[src/rtl/alu_sequencer.sv]
// Purpose: sequences one ALU instruction through select, execute, write-back and flag capture.
// Latency: outDone 5 cycles after acceptance for binary ops, 4 for unary; illegal flagged after 1 cycle.
// Backpressure: inStart is only honoured in IDLE; requests in any other state are dropped, never queued.
module alu_sequencer (
  input  logic       inCLK,
  input  logic       inRST,
  input  logic       inStart,
  input  logic [7:0] inInstr,
  input  logic       inSignFlag,
  input  logic       inZeroFlag,
  output logic [7:0] outOpcode,
  output logic       outSu,
  output logic       outEnableOut,
  output logic       outLoadTmp,
  output logic       outRegSel,
  output logic       outLoadAcc,
  output logic       outBusy,
  output logic       outDone,
  output logic       outIllegal,
  output logic       outSign,
  output logic       outZero
);

  typedef enum logic [2:0] {
    IDLE  = 3'd0,
    SEL   = 3'd1,
    EXEC  = 3'd2,
    WRITE = 3'd3,
    FLAG  = 3'd4,
    DONE  = 3'd5
  } state_t;

  state_t     state;
  state_t     nextState;
  logic       isBinary;
  logic       isUnary;
  logic       accept;
  logic [7:0] opcodeReg;
  logic       regSelReg;
  logic       subReg;
  logic       illegalReg;
  logic       signReg;
  logic       zeroReg;

  // Classify the incoming opcode as a two-operand op, a single-operand op, or neither.
  always_comb begin
    isBinary = 1'b0;
    isUnary  = 1'b0;
    case (inInstr)
      8'h80, 8'h81, 8'h90, 8'h91, 8'hA0,
      8'hA1, 8'hA8, 8'hA9, 8'hB0, 8'hB1: isBinary = 1'b1;
      8'h3C, 8'h3D, 8'h17, 8'h1F:        isUnary  = 1'b1;
      default: ;
    endcase
  end

  assign accept = (state == IDLE) && inStart;

  // State register; reset drops straight to IDLE so every strobe dies without waiting for a clock.
  always_ff @(posedge inCLK or posedge inRST) begin
    if (inRST) begin
      state <= IDLE;
    end else begin
      state <= nextState;
    end
  end

  // Next-state and Moore output decode; unary ops skip SEL since there is no TMP operand to fetch.
  always_comb begin
    nextState    = state;
    outLoadTmp   = 1'b0;
    outEnableOut = 1'b0;
    outLoadAcc   = 1'b0;
    outBusy      = 1'b1;
    outDone      = 1'b0;
    case (state)
      IDLE: begin
        outBusy = 1'b0;
        if (inStart) begin
          if (isBinary) begin
            nextState = SEL;
          end else if (isUnary) begin
            nextState = EXEC;
          end
        end
      end
      SEL: begin
        outLoadTmp = 1'b1;
        nextState  = EXEC;
      end
      EXEC: begin
        nextState = WRITE;
      end
      WRITE: begin
        outEnableOut = 1'b1;
        outLoadAcc   = 1'b1;
        nextState    = FLAG;
      end
      FLAG: begin
        nextState = DONE;
      end
      DONE: begin
        outDone   = 1'b1;
        nextState = IDLE;
      end
      default: begin
        outBusy   = 1'b0;
        nextState = IDLE;
      end
    endcase
  end

  // Latch the instruction and its derived controls at acceptance; they hold until the next acceptance.
  always_ff @(posedge inCLK or posedge inRST) begin
    if (inRST) begin
      opcodeReg <= 8'h00;
      regSelReg <= 1'b0;
      subReg    <= 1'b0;
    end else if (accept) begin
      opcodeReg <= inInstr;
      regSelReg <= isBinary & inInstr[0];
      subReg    <= isBinary & (inInstr[7:1] == 7'h48);
    end
  end

  // One-cycle illegal pulse: set by an accepted opcode that decodes to nothing, cleared otherwise.
  always_ff @(posedge inCLK or posedge inRST) begin
    if (inRST) begin
      illegalReg <= 1'b0;
    end else begin
      illegalReg <= accept & ~isBinary & ~isUnary;
    end
  end

  // Snapshot the ALU flags on the DONE->IDLE edge, by which point they have settled.
  always_ff @(posedge inCLK or posedge inRST) begin
    if (inRST) begin
      signReg <= 1'b0;
      zeroReg <= 1'b0;
    end else if (state == DONE) begin
      signReg <= inSignFlag;
      zeroReg <= inZeroFlag;
    end
  end

  assign outOpcode  = opcodeReg;
  assign outRegSel  = regSelReg;
  assign outSu      = subReg & (state != IDLE);
  assign outIllegal = illegalReg;
  assign outSign    = signReg;
  assign outZero    = zeroReg;

endmodule

[config.mk]
export PLATFORM = sky130hd
export DESIGN_NAME = alu_sequencer
export DESIGN_NICKNAME = d
export VERILOG_FILES = /design/src/rtl/alu_sequencer.sv
export SDC_FILE = /design/constraint.sdc
export NUM_CORES = 1
export LEC_CHECK = 0
export ABC_AREA = 1
export ABC_CLOCK_PERIOD_IN_PS = 1510
export CAP_MARGIN = 20
export CELL_PAD_IN_SITES_DETAIL_PLACEMENT = 1
export CELL_PAD_IN_SITES_GLOBAL_PLACEMENT = 1
export CORE_ASPECT_RATIO = 1.25
export CORE_UTILIZATION = 31
export CTS_BUF_LIST = sky130_fd_sc_hd__clkbuf_2
export DETAILED_ROUTE_END_ITERATION = 8
export GPL_ROUTABILITY_DRIVEN = 0
export GPL_TIMING_DRIVEN = 0
export HOLD_SLACK_MARGIN = 0.12
export PLACE_DENSITY_LB_ADDON = 0.12
export RECOVER_POWER = 25
export SLEW_MARGIN = 20
export SYNTH_ARGS = -nofsm -noshare
export SYNTH_HDL_FRONTEND = slang
export SYNTH_SLANG_ARGS = --single-unit
[constraint.sdc]
create_clock -name inCLK -period 1.51 [get_ports inCLK]
set_input_delay 0.302 -clock inCLK [delete_from_list [all_inputs] [get_ports inCLK]]
set_output_delay 0.302 -clock inCLK [all_outputs]
set_load 0.02 [all_outputs]
==> results.toml <==
[outcome]
outcome = "complete, but fails checks"
failed_checks = "negative setup slack"

[cts]
ctsRootBufferMaster = "sky130_fd_sc_hd__clkbuf_2"
cts_inserted_buffers = 3
clock_tree.htree_level_count = 1
clkLatencyLatePin_ns = 0.29
max-clock-path-buffers = 2
tritoncts = "done"
cts_hold_repair.buffers = 0
clock_sink_count = 16
clkSlewWorstSetupHoldPaths_ns = 0.15

[setup_path]
worst-endpoint-required_ns = 1.21
critical_path.reg2reg.endpoint = "outOpcode[7]"
critPathLaunch = "state[0]"
path_class = "register to output pin"
ff2ff_setup_slack_ns = 0.12
worst-path-max-fanout = 4
worstPathArrival_ns = 1.28
worst_setup_path_end_kind = "output pin"
reg2regPathDepth = 8
reg2reg_from = "state[0]"
cp-endpoint = "outDone"
crit_path_start_kind = "register"

[finish]
final_cell_count_no_fill = 174
finish.net_count = 155
antenna_cells_inserted = 0
mostFrequentLayoutCells = "sky130_fd_sc_hd__nand2_1 (34), sky130_fd_sc_hd__dfrtp_1 (15), sky130_fd_sc_hd__dlygate4sd2_1 (12)"
final_cell_area_um2 = 1240
area_growth_syn_to_fin_pct = 54.6
most_common_library_cell_in_the_layout_ignoring_fill_and_taps = "sky130_fd_sc_hd__nand2_1"
fin_util_pct = 50.6
post_route_cells_drive_above_1_share_pct = 29.1

[synth]
synth.avg_cell_area_um2 = 8.18
count_of_cell_types_in_the_netlist = 16
synth_area_leaders = "sky130_fd_sc_hd__dfrtp_1 (50%), sky130_fd_sc_hd__nand2_1 (16%), sky130_fd_sc_hd__o21ai_2 (6.6%), sky130_fd_sc_hd__inv_1 (5.1%), sky130_fd_sc_hd__nor2_1 (4.2%)"
netlist.top_cell.by_area = "sky130_fd_sc_hd__dfrtp_1"
ys.warnings.count = 0
postSynthNetCount = 111
top_cell_type_s_share_of_synthesized_area_pct = 49.9
synth.yosys.seq_area_share_pct = 49.9
post_synth_inst_count = 98
post_synthesis_cell_area_um2 = 802
synth.ff_latch_count = 16

[sta]
tightestPinTransition_ns = 0.635
grt_setup_unrepaired = "yes"
fin_max_slew_vios = 0
timing.final.setup_violations = 4
finalHoldViolations = 0
minimum_clock_period_ns = 1.58
clock_skew_ns = 0.00625
final_min_period_over_clock_period_pct = 105
achievable-frequency_mhz = 633
timing.final.ws_setup_ns = -0.0708
totalNegativeSetupSlack_ns = -0.231
slew_headroom_pct = 57.6

[global_route]
grt_first_pass_wirelength_um = 3420
number_of_antenna_violations_at_the_first_check_in_global_routing = 0
globalRouteOverflowTotal = 0
grtUsageTotal_pct = 17.6
number_of_global_route_vias_before_repair = 800
maximum_number_of_pins_on_one_net_before_global_route_repair = 17

[detailed_routing]
wirelength_um = 2080
drt.antenna.violating_nets = 0
drt-vias-per-instance = 4.40
drt_iter0_drc = 6
number_of_detailed_routing_iterations_run_before_antenna_repair = 4
dr_total_vias = 765
route.detailed.wl_per_inst_um = 11.9
drt_drc_violations_left = 0

[power]
power.ir.vdd_worst_v = 0.000508
total_leakage_power_nw = 0.622
pwr_per_cell_area_nw_per_um2 = 1020
total_chip_power_mw = 1.26

[placement]
placement.cell_area_um2 = 1140
dp_hpwl_um = 1590
place_inst = 161
number_of_port_buffers = 30

[floorplanning]
design.die.area_um2 = 2800
die_height_um = 58.9
std_cell_rows = 20
core_area_um2 = 2450
start_util_pct = 32.7
fp.dieW_um = 47.5
top_level_ports = 31

[worst_hold_path]
hp-class = "register to register"

[job]
drv_cap = 0
## synthesized netlist by cell type
master,n
sky130_fd_sc_hd__o21ai_0,1
sky130_fd_sc_hd__inv_1,11
sky130_fd_sc_hd__buf_4,1
sky130_fd_sc_hd__or2_4,1
sky130_fd_sc_hd__o21bai_1,1
sky130_fd_sc_hd__dfrtp_1,16
sky130_fd_sc_hd__inv_2,4
sky130_fd_sc_hd__buf_6,1
sky130_fd_sc_hd__nand2_1,34
sky130_fd_sc_hd__o21ai_1,2
sky130_fd_sc_hd__o22ai_1,1
sky130_fd_sc_hd__nand2_4,1
sky130_fd_sc_hd__nor2_1,9
sky130_fd_sc_hd__nand3_1,6
sky130_fd_sc_hd__nor2_4,3
sky130_fd_sc_hd__o21ai_2,6
## registers in the layout (all words and copies together) (netlist names)
name,count
outOpcode,8
state,3
outIllegal,1
outRegSel,1
outSign,1
outZero,1
subReg,1
## stage by stage
stage                     hold slack [ns]  setup slack (ns)
after CTS                           0.371           -0.0997
after global routing                0.518            -0.131
after detailed placement            0.464            -0.304
after floorplan                     0.216            0.0392
final                               0.485           -0.0708
after global placement              0.456            -0.302
## worst min-delay path by stage
stage                 start      endpoint  cells past startpoint
global placement    outSign       outSign                      2
global route        outSign       outSign                      2
detailed placement  outSign       outSign                      2
floorplan             inRST    outIllegal                      1
CTS                   inRST  outOpcode[5]                      2
finish              outSign       outSign                      2
## where the power goes
part	switching, mW	internal (mW)	leakage, nW
clock	0.137	0.0575	0.0140
combinational	0.299	0.236	0.413
sequential	0.0386	0.497	0.195
## cell type report
type,instances,area (um^2)
Fill cell,313,1210
Buffer,2,18.8
Tap cell,33,41.3
Multi-Input combinational cell,65,344
Clock buffer,3,15.0
Sequential cell,16,402
Inverter,15,58.8
Timing Repair Buffer,39,357
Clock inverter,1,3.75
## worst max-delay path, cell delays in order, from the launching register on
cell	delay [ns]
sky130_fd_sc_hd__dfrtp_1	0.43
sky130_fd_sc_hd__inv_2	0.07
sky130_fd_sc_hd__or2_4	0.26
sky130_fd_sc_hd__nor2_4	0.10
sky130_fd_sc_hd__buf_6	0.12
## routing by layer
layer / track usage, % / up-vias / wire, um
li1: - / 384 / -
met1: 19.1 / 360 / 777
met2: 31.9 / 17 / 1190
met3: 2.15 / 4 / 78
met4: 8.57 / 0 / 27
met5: 0 / - / 0
## cell families (layout without fill, tap and decap cells)
| logic type | Yosys count | after routing | synth area share, % |
|---|---|---|---|
| simple gates | 54 | 54 | 30.6 |
| compound gates | 11 | 11 | 10.1 |
| flops | 16 | 16 | 49.9 |
| buf+inv | 17 | 60 | 9.36 |
## what timing repair did
action,CTS,global route
endpoints found under the setup margin,18,6
buffers inserted,7,2
resized for setup,45,11
cloned,0,0
pin swaps,4,5
Power figures use the tool's default switching activity.
